--- src/rtl/aclk_pkg.sv ---
// Alarm clock shared types: FSM state encoding and
// default ring/snooze timing.
package aclk_pkg;

  localparam int RING_MIN_DEF   = 5;
  localparam int SNOOZE_MIN_DEF = 9;
  localparam int MAX_SNOOZE_DEF = 3;

  typedef enum logic [2:0] {
    ST_DISARMED = 3'd0,
    ST_ARMED    = 3'd1,
    ST_RINGING  = 3'd2,
    ST_SNOOZE   = 3'd3,
    ST_DONE     = 3'd4
  } state_e;

endpackage

--- src/rtl/aclk_edge_det.sv ---
// Rising-edge detector: one registered clk pulse per
// low-to-high transition of a synchronous level.
module aclk_edge_det (
  input  logic clk,
  input  logic reset,
  input  logic sig_i,
  output logic pulse_o
);

  logic prev_q;
  logic pulse_q;

  always_ff @(posedge clk or posedge reset) begin
    if (reset) begin
      prev_q  <= 1'b0;
      pulse_q <= 1'b0;
    end else begin
      prev_q  <= sig_i;
      pulse_q <= sig_i & ~prev_q;
    end
  end

  assign pulse_o = pulse_q;

endmodule

--- src/rtl/aclk_alarm_seq.sv ---
// Alarm sequencer: arms, rings on time match, snoozes
// a limited number of times and auto-stops.
module aclk_alarm_seq
  import aclk_pkg::*;
#(
  parameter int RING_MIN   = RING_MIN_DEF,
  parameter int SNOOZE_MIN = SNOOZE_MIN_DEF,
  parameter int MAX_SNOOZE = MAX_SNOOZE_DEF
) (
  input  logic       clk,
  input  logic       reset,
  input  logic       one_second,
  input  logic       one_minute,
  input  logic       alarm_enable,
  input  logic       snooze_button,
  input  logic       stop_button,
  input  logic [3:0] current_time_ms_hr,
  input  logic [3:0] current_time_ls_hr,
  input  logic [3:0] current_time_ms_min,
  input  logic [3:0] current_time_ls_min,
  input  logic [3:0] alarm_time_ms_hr,
  input  logic [3:0] alarm_time_ls_hr,
  input  logic [3:0] alarm_time_ms_min,
  input  logic [3:0] alarm_time_ls_min,
  output logic       sound_alarm,
  output logic       beep,
  output logic       snooze_active,
  output logic [3:0] snoozes_left,
  output logic [2:0] state
);

  localparam logic [3:0] RING_LIM = 4'(RING_MIN);
  localparam logic [3:0] SNZ_LIM  = 4'(SNOOZE_MIN);
  localparam logic [3:0] MAX_LIM  = 4'(MAX_SNOOZE);

  logic       snz_p;
  logic       stp_p;
  logic       match;
  state_e     state_q, state_d;
  logic [3:0] cnt_q, cnt_d, cnt_inc;
  logic [3:0] used_q, used_d;
  logic       beep_q, beep_d;
  logic       sound_q;
  logic       snzact_q;
  logic [3:0] left_q;

  aclk_edge_det u_snz_edge (
    .clk     (clk),
    .reset   (reset),
    .sig_i   (snooze_button),
    .pulse_o (snz_p)
  );

  aclk_edge_det u_stp_edge (
    .clk     (clk),
    .reset   (reset),
    .sig_i   (stop_button),
    .pulse_o (stp_p)
  );

  assign match =
    {current_time_ms_hr, current_time_ls_hr,
     current_time_ms_min, current_time_ls_min} ==
    {alarm_time_ms_hr, alarm_time_ls_hr,
     alarm_time_ms_min, alarm_time_ls_min};

  assign cnt_inc = (cnt_q == 4'hF) ? cnt_q : cnt_q + 4'd1;

  always_comb begin
    state_d = state_q;
    cnt_d   = cnt_q;
    used_d  = used_q;
    beep_d  = 1'b0;
    if (!alarm_enable) begin
      state_d = ST_DISARMED;
      cnt_d   = 4'd0;
      used_d  = 4'd0;
    end else begin
      unique case (state_q)
        ST_DISARMED: state_d = ST_ARMED;
        ST_ARMED: begin
          if (match) begin
            state_d = ST_RINGING;
            cnt_d   = 4'd0;
            used_d  = 4'd0;
          end
        end
        ST_RINGING: begin
          if (stp_p) begin
            state_d = ST_DONE;
            cnt_d   = 4'd0;
          end else if (snz_p && used_q < MAX_LIM) begin
            state_d = ST_SNOOZE;
            used_d  = used_q + 4'd1;
            cnt_d   = 4'd0;
          end else if (one_minute) begin
            if (cnt_inc >= RING_LIM) begin
              state_d = ST_DONE;
              cnt_d   = 4'd0;
            end else begin
              cnt_d = cnt_inc;
            end
          end
        end
        ST_SNOOZE: begin
          if (stp_p) begin
            state_d = ST_DONE;
            cnt_d   = 4'd0;
          end else if (one_minute) begin
            if (cnt_inc >= SNZ_LIM) begin
              state_d = ST_RINGING;
              cnt_d   = 4'd0;
            end else begin
              cnt_d = cnt_inc;
            end
          end
        end
        ST_DONE: begin
          // Wait for the matching minute to pass before re-arming
          if (!match) state_d = ST_ARMED;
        end
        default: state_d = ST_DISARMED;
      endcase
    end
    if (state_q == ST_RINGING && state_d == ST_RINGING)
      beep_d = beep_q ^ one_second;
  end

  always_ff @(posedge clk or posedge reset) begin
    if (reset) begin
      state_q  <= ST_DISARMED;
      cnt_q    <= 4'd0;
      used_q   <= 4'd0;
      beep_q   <= 1'b0;
      sound_q  <= 1'b0;
      snzact_q <= 1'b0;
      left_q   <= MAX_LIM;
    end else begin
      state_q  <= state_d;
      cnt_q    <= cnt_d;
      used_q   <= used_d;
      beep_q   <= beep_d;
      sound_q  <= (state_d == ST_RINGING);
      snzact_q <= (state_d == ST_SNOOZE);
      left_q   <= MAX_LIM - used_d;
    end
  end

  assign sound_alarm   = sound_q;
  assign beep          = beep_q;
  assign snooze_active = snzact_q;
  assign snoozes_left  = left_q;
  assign state         = state_q;

endmodule

--- config.mk ---
export PLATFORM = sky130hd
export DESIGN_NAME = aclk_alarm_seq
export DESIGN_NICKNAME = d
export VERILOG_FILES = /design/src/rtl/aclk_pkg.sv /design/src/rtl/aclk_edge_det.sv /design/src/rtl/aclk_alarm_seq.sv
export SDC_FILE = /design/constraint.sdc
export NUM_CORES = 1
export LEC_CHECK = 0
export CELL_PAD_IN_SITES_DETAIL_PLACEMENT = 0
export CELL_PAD_IN_SITES_GLOBAL_PLACEMENT = 1
export CORE_MARGIN = 2
export CORE_UTILIZATION = 40
export CTS_CLUSTER_SIZE = 24
export DETAILED_ROUTE_END_ITERATION = 6
export DONT_BUFFER_PORTS = 1
export PLACE_DENSITY_LB_ADDON = 0.1
export SYNTH_ARGS = -nofsm -noshare
export SYNTH_HDL_FRONTEND = slang
export SYNTH_SLANG_ARGS = --single-unit
--- constraint.sdc ---
create_clock -name clk -period 4 [get_ports clk]
set_input_delay 0.8 -clock clk [delete_from_list [all_inputs] [get_ports clk]]
set_output_delay 0.8 -clock clk [all_outputs]
set_load 0.05 [all_outputs]
# Word level (Yosys, flattened, before mapping)
# Index checks and enable logic that the tools add are counted.
dict set report op_classes {
  n_reduce_logical 4
  addsub 3
  n_bitwise 5
  n_eq_ne 12
  n_mux 28
  magnitude_cmp 3
}
# op n
set op_table {}
lappend op_table {{two-way mux 4 bit} 14}
lappend op_table {{two-way mux 3 bit} 10}
lappend op_table {{== test 16 bit} 1}
lappend op_table {{case mux 3 bit (5 select lines)} 1}
lappend op_table {{== test 3 x 2 -> 1 bit (second input constant)} 4}
lappend op_table {{case mux 4 bit (3 select lines)} 1}
lappend op_table {{adder 4 x 1 -> 4 bit (second input constant)} 2}
lappend op_table {{case mux 4 bit (2 select lines)} 1}
lappend op_table {{inequality test 5 x 4 -> 1 bit (second input constant)} 1}
lappend op_table {{== test 4 bit (second input constant)} 1}
lappend op_table {{>= comparator 4 x 3 -> 1 bit (second input constant)} 1}
lappend op_table {{>= comparator 4 bit (second input constant)} 1}
lappend op_table {{< comparator 4 x 2 -> 1 bit (second input constant)} 1}
lappend op_table {{inequality test 4 x 1 -> 1 bit (second input constant)} 1}
lappend op_table {{inequality test 4 x 3 -> 1 bit (second input constant)} 1}
lappend op_table {{AND reduction 4 bit} 1}
lappend op_table {{subtractor 2 x 4 -> 4 bit (first input constant)} 1}
lappend op_table {{== test 3 x 1 -> 1 bit (second input constant)} 1}
lappend op_table {{== test 3 bit (second input constant)} 1}
lappend op_table {{logical NOT 3 bit} 1}
lappend op_table {{inequality test 3 bit (second input constant)} 1}
lappend op_table {{AND 1 bit} 2}
lappend op_table {{logical AND 1 bit} 2}
lappend op_table {{inverter 1 bit} 2}
lappend op_table {{other kinds (2)} 2}
dict set report totals {
  elab_cells 66
  out_inout_bits 10
  register_bits 22
}

# Logic depth before layout (Yosys ltp)
# Gate-level depths: netlist of the first run.
dict set report depth {
  depth_word 12
  mapped_depth 9
}

# Cells and area by module
# Synthesis of the first run repeated with hierarchy kept, for this count alone.
dict set report hier_totals {
  hier_cells 128
  area_unflattened_um2 1256.2
}
# module instances seq_area_each_um2 cells_per_inst area_per_inst_um2
set by_module_without_submodules {}
lappend by_module_without_submodules {aclk_alarm_seq 1 427.9 120 1121.1}
lappend by_module_without_submodules {aclk_edge_det 2 50.0 4 67.6}

# Worst setup path before layout of the first run
# OpenSTA, ideal clock, no wires.
dict set report synth_timing {
  path_type {input -> register}
  start {input port alarm_time_ls_min[3]}
  end {register beep_q (netlist: beep)}
  setup_slack_ns 1.750
  n_path_buf 0
  stages 6
  t_arrival_ns 2.155
  setup_time_ns 0.095
  cell_sequence {xnor2_1 > nand4_1 > nor4_2 > nand3b_1 > o221a_4 > nor4_4}
}
dict set report synth_between {
  elab_chain_len 7
  word_cells_on_any_way 8
  cone_classes {2 x eq/ne; 5 x mux; 1 x reduce/logical}
}
# item line
set synth_lines {}
lappend synth_lines {{start, declared} aclk_alarm_seq.sv:24} ;# input logic [3:0] alarm_time_ls_min,
lappend synth_lines {{== test 16 bit (*)} aclk_alarm_seq.sv:63} ;# current_time_ms_min, current_time_ls_min} ==
lappend synth_lines {{two-way mux 3 bit (on tied branches)} {aclk_alarm_seq.sv:120, aclk_alarm_seq.sv:82}}
lappend synth_lines {{case mux 3 bit (5 select lines) (*)} aclk_alarm_seq.sv:79} ;# unique case (state_q)
lappend synth_lines {{two-way mux 3 bit (*)} aclk_alarm_seq.sv:74} ;# if (!alarm_enable) begin
lappend synth_lines {{== test 3 x 2 -> 1 bit (*)} aclk_alarm_seq.sv:125} ;# if (state_q == ST_RINGING && state_d == ST_RINGING)
lappend synth_lines {{logical AND 1 bit (*)} aclk_alarm_seq.sv:125}
lappend synth_lines {{two-way mux 1 bit (*)} aclk_alarm_seq.sv:125}
lappend synth_lines {{named net beep_d} aclk_alarm_seq.sv:42} ;# logic beep_q, beep_d;
lappend synth_lines {{end signal, assigned} aclk_alarm_seq.sv:142} ;# beep_q <= beep_d;
lappend synth_lines {{end, declared} aclk_alarm_seq.sv:42}
# Mark *: on every way through the listed nets, which the timed path passes. The rest lies on a longest branch.
# A chain may end at the register's enable or synchronous reset.

# Final worst setup path of the first run
dict set report layout_timing {
  start {register cnt_q[0]}
  end {register beep_q (netlist: beep)}
}
dict set report layout_between {
  elab_chain_len 12
  word_cells_on_any_way 17
  cone_classes {1 x add/sub; 2 x order compare; 2 x eq/ne; 11 x mux; 1 x reduce/logical}
}
# item line
set layout_lines {}
lappend layout_lines {{start, declared} aclk_alarm_seq.sv:40} ;# logic [3:0] cnt_q, cnt_d, cnt_inc;
lappend layout_lines {{start signal, assigned} aclk_alarm_seq.sv:140} ;# cnt_q <= cnt_d;
lappend layout_lines {{adder 4 x 1 -> 4 bit / == test 4 bit (equally long branches)} aclk_alarm_seq.sv:67} ;# assign cnt_inc = (cnt_q == 4'hF) ? cnt_q : cnt_q + 4'd1;
lappend layout_lines {{two-way mux 4 bit (*)} aclk_alarm_seq.sv:67}
lappend layout_lines {{>= comparator 4 x 3 -> 1 bit} aclk_alarm_seq.sv:97} ;# if (cnt_inc >= RING_LIM) begin
lappend layout_lines {{two-way mux 3 bit} aclk_alarm_seq.sv:97}
lappend layout_lines {{two-way mux 3 bit} aclk_alarm_seq.sv:96} ;# end else if (one_minute) begin
lappend layout_lines {{two-way mux 3 bit} aclk_alarm_seq.sv:92} ;# end else if (snz_p && used_q < MAX_LIM) begin
lappend layout_lines {{two-way mux 3 bit} aclk_alarm_seq.sv:89} ;# if (stp_p) begin
lappend layout_lines {{case mux 3 bit (5 select lines) (*)} aclk_alarm_seq.sv:79}
lappend layout_lines {{two-way mux 3 bit (*)} aclk_alarm_seq.sv:74}
lappend layout_lines {{== test 3 x 2 -> 1 bit (*)} aclk_alarm_seq.sv:125}
lappend layout_lines {{logical AND 1 bit (*)} aclk_alarm_seq.sv:125}
lappend layout_lines {{two-way mux 1 bit (*)} aclk_alarm_seq.sv:125}
lappend layout_lines {{named net beep_d} aclk_alarm_seq.sv:42}
# Marked as above.

==> summary.txt, run 1 <==
Global route
  – Largest net degree at the start of global routing: 22
  – GRT Util Overall: 14.99%
  – Global route overflow: 0
  – Vias in the first global route: 1041
  – Initial antenna violation count: 0
  – First-pass GRT wire length: 4740 µm

Critical path
  – Cell Chain, Critical Path: inv_1, ha_1, or3b_1, o32ai_2, a221o_1, o21ai_1, o221a_4, nor4_4
  – Setup CP Type: flip-flop to flip-flop
  – CP Data Required Time: 4.23 ns
  – Critical Path Start Type: flip-flop
  – Critical path's largest stage delay: 0.47 ns
  – Crit path DAT: 2.64 ns
  – Max stage delay cell, worst path: or3b_1
  – Crit Path Max Fanout: 6
  – Worst Setup End Kind: flip-flop

Final layout
  – Layout Nets: 184
  – Area of the multi-input gates: 782.0 µm²
  – Fin util: 43.05%
  – Fin cells: 187
  – Layout cells sized above 1: 11.35%
  – Antenna diode count: 0
  – FILL cells: 350
  – Area Growth Syn to Fin: 3.640%
  – Register area: 528.0 µm²

Clock network
  – # H-tree levels: 1
  – CTS buffer count: 3
  – CTS tree: yes
  – Post-CTS setup buffers: 0
  – Worst-skew pair later-pin latency: 0.31 ns
  – Sink Count: 21
  – Root buffer cell: clkbuf_4
  – Register clock-pin slew on the reported worst setup and hold paths: 0.12 ns
  – Hold Buf Count CTS: 0
  – Clock Path Buffers: 2
  – Post-cts repair resize count: 0

Pwr
  – Pwr Density: 247.4 nW/µm²
  – Pleak: 0.5534 nW
  – Total Power: 0.3526 mW
  – Worst IR drop on VDD: 0.0001344 V

Drt
  – DR WL/cell: 14.72 µm
  – DRC Markers: 0
  – Via density per instance: 5.642
  – Via count: 1055
  – WL final: 2753 µm
  – First-pass DRT Iterations: 4
  – Post-DRT Antenna Nets: 0
  – Initial DRC count: 72

Synthesis
  – Multiplexer share of the synthesized area: 0%
  – Main synth FF type: dfrtp_1
  – Adder-Cell Fraction of Synth Area: 2.730%
  – Syn_nets: 186
  – Async set-or-reset flop fraction in the synthesized netlist: 100.0%
  – Syn avg cell area: 9.549 µm²
  – Unique masters post-synth: 46
  – Flops & latches, synth: 21
  – Synth Instances: 144
  – EDFF count, synth: 0
  – Sequential cell area fraction in the yosys report: 38.40%
  – Syn. warnings: 0
  – Largest family of logic cells by synthesized area: simple AND/OR/NAND/NOR gates
  – Compound-Gate Fraction of Synth Area: 18.29%
  – Netlist Area Pre-Place: 1375 µm²
  – XOR/XNOR Fraction of Synth Area: 11.46%
  – Post-Synth Simple-Gate Area: 24.39%

Die
  – Row count: 21
  – Initial Util: 41.53%
  – Core footprint: 3311 µm²
  – Die outline area: 3923 µm²
  – Die width: 62.63 µm
  – IO Pins: 49
  – Height of the chip: 62.63 µm

STA
  – Rel. slew slack: 43.39%
  – Final Hold Viols: 0
  – Sum of negative setup slack: 0 ns
  – Unrepaired setup endpoints after global routing: no
  – Worst clock skew: 0.006201 ns
  – Final Max Tran Viols: 0
  – Worst Tran Pin Value: 0.8491 ns
  – Slack of the critical path: 1.590 ns
  – Final Cycle Share: 60.26%
  – Fmax: 414.9 MHz
  – # setup viols final: 0
  – Tmin final: 2.410 ns

Run status
  – Outcome: completed

Placement
  – Post-Place Cells: 183
  – Routability Congestion: 0.7920
  – DP HPWL: 2134 µm
  – DP Worst Slack: 1.481 ns
  – IO Port Bufs: 0

Run
  – Max_cap viols: 0

Hold path
  – HP Class: flip-flop to flip-flop
==> Yosys cell counts, types with 4 or more instances <==
master	n	area share (%)
and3_1	4	1.8
o21ai_1	6	2.2
inv_1	7	1.9
xnor2_1	17	11
nand3_1	4	1.5
nand2_1	8	2.2
clkbuf_1	4	1.1
nor2_1	9	2.5
nor2b_1	6	2.7
a21oi_1	7	2.5
nand4_1	5	2.3
dfrtp_1	19	35
==> critical path: cells and delay by family (launching register included) <==
| family | cells | cell delay [ns] |
|---|---|---|
| buffers and inverters | 1 | 0.10 |
| AOI/OAI and AO/OA | 4 | 0.78 |
| DFF | 1 | 0.44 |
| and+or+nand+nor | 2 | 0.70 |
| adders and majority gates | 1 | 0.31 |
==> path summary, 6_finish.rpt <==
| kind | cells after the start | end | from | slack (ns) |
|---|---|---|---|---|
| setup / recovery | 8 | beep$_DFF_PP0_ | cnt_q[0]$_DFFE_PP0P_ | 1.59 |
| hold / removal | 1 | u_snz_edge.pulse_o$_DFF_PP0_ | u_snz_edge.prev_q$_DFF_PP0_ | 0.41 |
| setup reg to reg | 8 | beep$_DFF_PP0_ | cnt_q[0]$_DFFE_PP0P_ | 1.59 |
| hold reg to reg | 1 | u_snz_edge.pulse_o$_DFF_PP0_ | u_snz_edge.prev_q$_DFF_PP0_ | 0.41 |
| max in group asynchronous | 1 | cnt_q[0]$_DFFE_PP0P_ | reset | 3.01 |
| min in group asynchronous | 1 | snoozes_left[2]$_DFF_PP0_ | reset | 0.51 |
==> kinds of logic after synthesis <==
| family | Yosys count |
|---|---|
| xor gates and xnor gates | 18 |
| buffers and inverters | 15 |
| DFF | 21 |
| AOI/OAI and AO/OA | 34 |
| and+or+nand+nor | 53 |
| adders and majority gates | 3 |
==> final cells by class <==
class	count	share of cell area (%)
Clock buffer	3	1.580
Tap cell	46	4.039
Multi-Input combinational cell	108	54.87
Sequential cell	21	37.05
Inverter	8	2.107
Clock inverter	1	0.3512
==> cells in the final DEF, fill, tap and decap left out, types with 2 or more instances in the layout <==
cell type,netlist,routed
a211oi_1,2,2
a21oi_1,7,7
a31oi_1,3,3
and2_1,3,3
and3_1,4,4
clkbuf_4,0,3
dfrtp_1,19,19
dfstp_2,2,2
ha_1,3,3
inv_1,7,7
nand2_1,8,8
nand2b_1,2,2
nand3_1,4,4
nand3b_1,2,2
nand4_1,5,5
nor2_1,9,9
nor2b_1,6,6
nor4_4,2,2
o21ai_0,3,3
o21ai_1,6,6
xnor2_1,17,17
==> state kept, by name (all words and copies together) (netlist names) <==
register,count
u_stp_edge.prev_q,1
u_snz_edge.prev_q,1
snoozes_left,4
u_stp_edge.pulse_o,1
state,3
sound_alarm,1
cnt_q,4
snooze_active,1
u_snz_edge.pulse_o,1
beep,1
used_q,3
==> power by group <==
part	switching (mW)	internal, mW
Clock	0.0652	0.0373
Sequential	0.00586	0.215
Combinational	0.0141	0.0152
Total	0.0852	0.267
==> metrics by stage <==
| step | hold slack [ns] | cell area [µm²] |
|---|---|---|
| 6_report | 0.4058 | 1425 |
| 5_1_grt | 0.4321 | 1425 |
| 4_1_cts | 0.4166 | 1425 |
| 3_5_place_dp | 0.3989 | 1398 |
| 3_3_place_gp | 0.3887 | 1398 |
| 2_1_floorplan | 0.3777 | 1375 |
==> routing by layer <==
metal	global-route usage [%]	share of wire (%)
met2	25.27	49
met3	3.604	5.6
met1	18.85	44
met5	0	0
met4	5.000	1.2
Power figures use the tool's default switching activity.
==> inputs of run 2 (changes only) <==
Clock period 4 ns to 2.17 ns, I/O delays scaled along.
==> summary.txt, run 2 (synthesized netlist as in run 1, its figures left out) <==
Run status
  – Outcome: completed

Pwr
  – Switching Fraction: 24.86%
  – Pleak: 0.6449 nW
  – Worst IR drop on VDD: 0.0002016 V
  – Pwr Density: 417.0 nW/µm²
  – Sw power: 0.1653 mW
  – Total Power: 0.6652 mW
  – Clock network fraction of total power: 29.3%
  – Gate power share: 10.5%
  – Seq pwr share: 60.2%
  – Internal Power: 0.4999 mW

Global route
  – First-pass GRT wire length: 4912 µm
  – Vias in the first global route: 1097
  – Global route overflow: 0
  – GRT Util Overall: 15.99%
  – Initial antenna violation count: 0
  – Largest net degree at the start of global routing: 22

Critical path
  – Worst Setup End Kind: flip-flop
  – CP Data Required Time: 2.41 ns
  – Critical Path Start Type: flip-flop
  – Reg-to-reg critical path endpoint: beep$_DFF_PP0_
  – Setup CP Type: flip-flop to flip-flop
  – Reg-to-reg startpoint: cnt_q[0]$_DFFE_PP0P_
  – Cell Chain, Critical Path: inv_2, ha_4, or3b_4, o32ai_2, a221o_1, o21ai_1, o221a_4, nor4_4
  – R2r setup slk: 0.07 ns
  – Cell family with most CP delay: compound AO/OA/AOI/OAI gates
  – Crit path DAT: 2.33 ns
  – Critical path's largest stage delay: 0.41 ns
  – Max stage delay cell, worst path: dfrtp_1
  – CP bufs+invs: 1
  – Worst reg2reg path depth: 8
  – Crit Path Max Fanout: 6

Die
  – Die outline area: 3923 µm²
  – Die width: 62.63 µm
  – Row count: 21
  – IO Pins: 49
  – Height of the chip: 62.63 µm
  – Initial Util: 41.53%
  – Core footprint: 3311 µm²

Drt
  – Via density per instance: 5.415
  – DRC Markers: 0
  – DR WL/cell: 14.19 µm
  – First-pass DRT Iterations: 4
  – Via count: 1110
  – WL final: 2909 µm
  – Initial DRC count: 61
  – Post-DRT Antenna Nets: 0

Placement
  – DP HPWL: 2269 µm
  – DP Worst Slack: -0.04569 ns
  – Routability Congestion: 0.7838
  – Post-Place Cells: 199
  – IO Port Bufs: 0

STA
  – Slack of the critical path: 0.07426 ns
  – Sum of negative setup slack: 0 ns
  – Rel. slew slack: 48.81%
  – Unrepaired setup endpoints after global routing: yes
  – Worst clock skew: 0.003101 ns
  – Worst Tran Pin Value: 0.7670 ns
  – Tmin final: 2.096 ns
  – Final hold slack: 0.1262 ns
  – Fmax: 477.2 MHz
  – Final Cycle Share: 96.58%
  – Final Max Tran Viols: 0
  – # setup viols final: 0
  – Final Hold Viols: 0

Final layout
  – Area of the multi-input gates: 817.0 µm²
  – Commonest non-fill, non-tap cell in the layout: dfrtp_1
  – FILL cells: 328
  – Antenna diode count: 0
  – Layout Nets: 202
  – Register area: 528.0 µm²
  – Most frequent cells in the layout: 19 x dfrtp_1, 18 x buf_4, 17 x xnor2_1
  – Fin cells: 205
  – Area Growth Syn to Fin: 16.01%
  – Layout cells sized above 1: 27.04%

Clock network
  – CTS tree: yes
  – Sink Count: 21
  – Clock Path Buffers: 2
  – CTS buffer count: 3
  – Register clock-pin slew on the reported worst setup and hold paths: 0.12 ns
  – Worst-skew pair later-pin latency: 0.32 ns
  – # H-tree levels: 1
  – Root buffer cell: clkbuf_4

Hold path
  – HP Class: primary input to asynchronous set/reset pin

Run
  – Max_cap viols: 0
## run 2: timing repair
item | 4_1_cts | 5_1_grt
setup buffers | 0 | 2
pin swaps | 3 | 3
hold buffers | 0 | 0
setup endpoints to repair | 3 | 8
gates resized for setup | 1 | 8
hold endpoints to repair | 0 | 0
## run 2: power by group through the flow
stage               Sequential (mW)  Combinational, mW  Clock (mW)
finish                        0.400             0.0700       0.195
global route                  0.401             0.0791       0.223
CTS                           0.400             0.0689       0.204
detailed placement            0.408             0.0685           0
global placement              0.408             0.0678           0
floorplan                     0.410             0.0536           0
## run 2: through the flow
stage | utilization (%) | instance area, µm²
final | 48.19 | 1595
after global routing | 48.19 | 1595
after CTS | 46.75 | 1548
after detailed placement | 45.84 | 1518
after global placement | 45.84 | 1518
after floorplan | - | 1375
## run 2: metal layers
layer	GRT usage [%]	vias up	wire (µm)
met3	3.964	5	156
li1	-	546	-
met4	9.167	0	72
met2	26.61	28	1384
met5	0	-	0
met1	18.74	531	1296
## run 2: how the worst max path moves through the flow
stage                               from              to  slack [ns]  cells past startpoint
detailed placement  cnt_q[0]$_DFFE_PP0P_  beep$_DFF_PP0_       -0.05                      8
global route        cnt_q[0]$_DFFE_PP0P_  beep$_DFF_PP0_       -0.02                      8
global placement    cnt_q[0]$_DFFE_PP0P_  beep$_DFF_PP0_       0.002                      8
finish              cnt_q[0]$_DFFE_PP0P_  beep$_DFF_PP0_        0.07                      8
floorplan           cnt_q[0]$_DFFE_PP0P_  beep$_DFF_PP0_       0.002                      9
CTS                 cnt_q[0]$_DFFE_PP0P_  beep$_DFF_PP0_       0.003                      8
## run 2: area by class of cell
cell class | count | share of cell area, %
sequential | 21 | 33.10
timing repair buffer | 18 | 8.471
tap | 46 | 3.608
clock inverter | 1 | 0.3137
inverter | 8 | 1.882
clock buffer | 3 | 1.412
multi-input combinational | 108 | 51.22
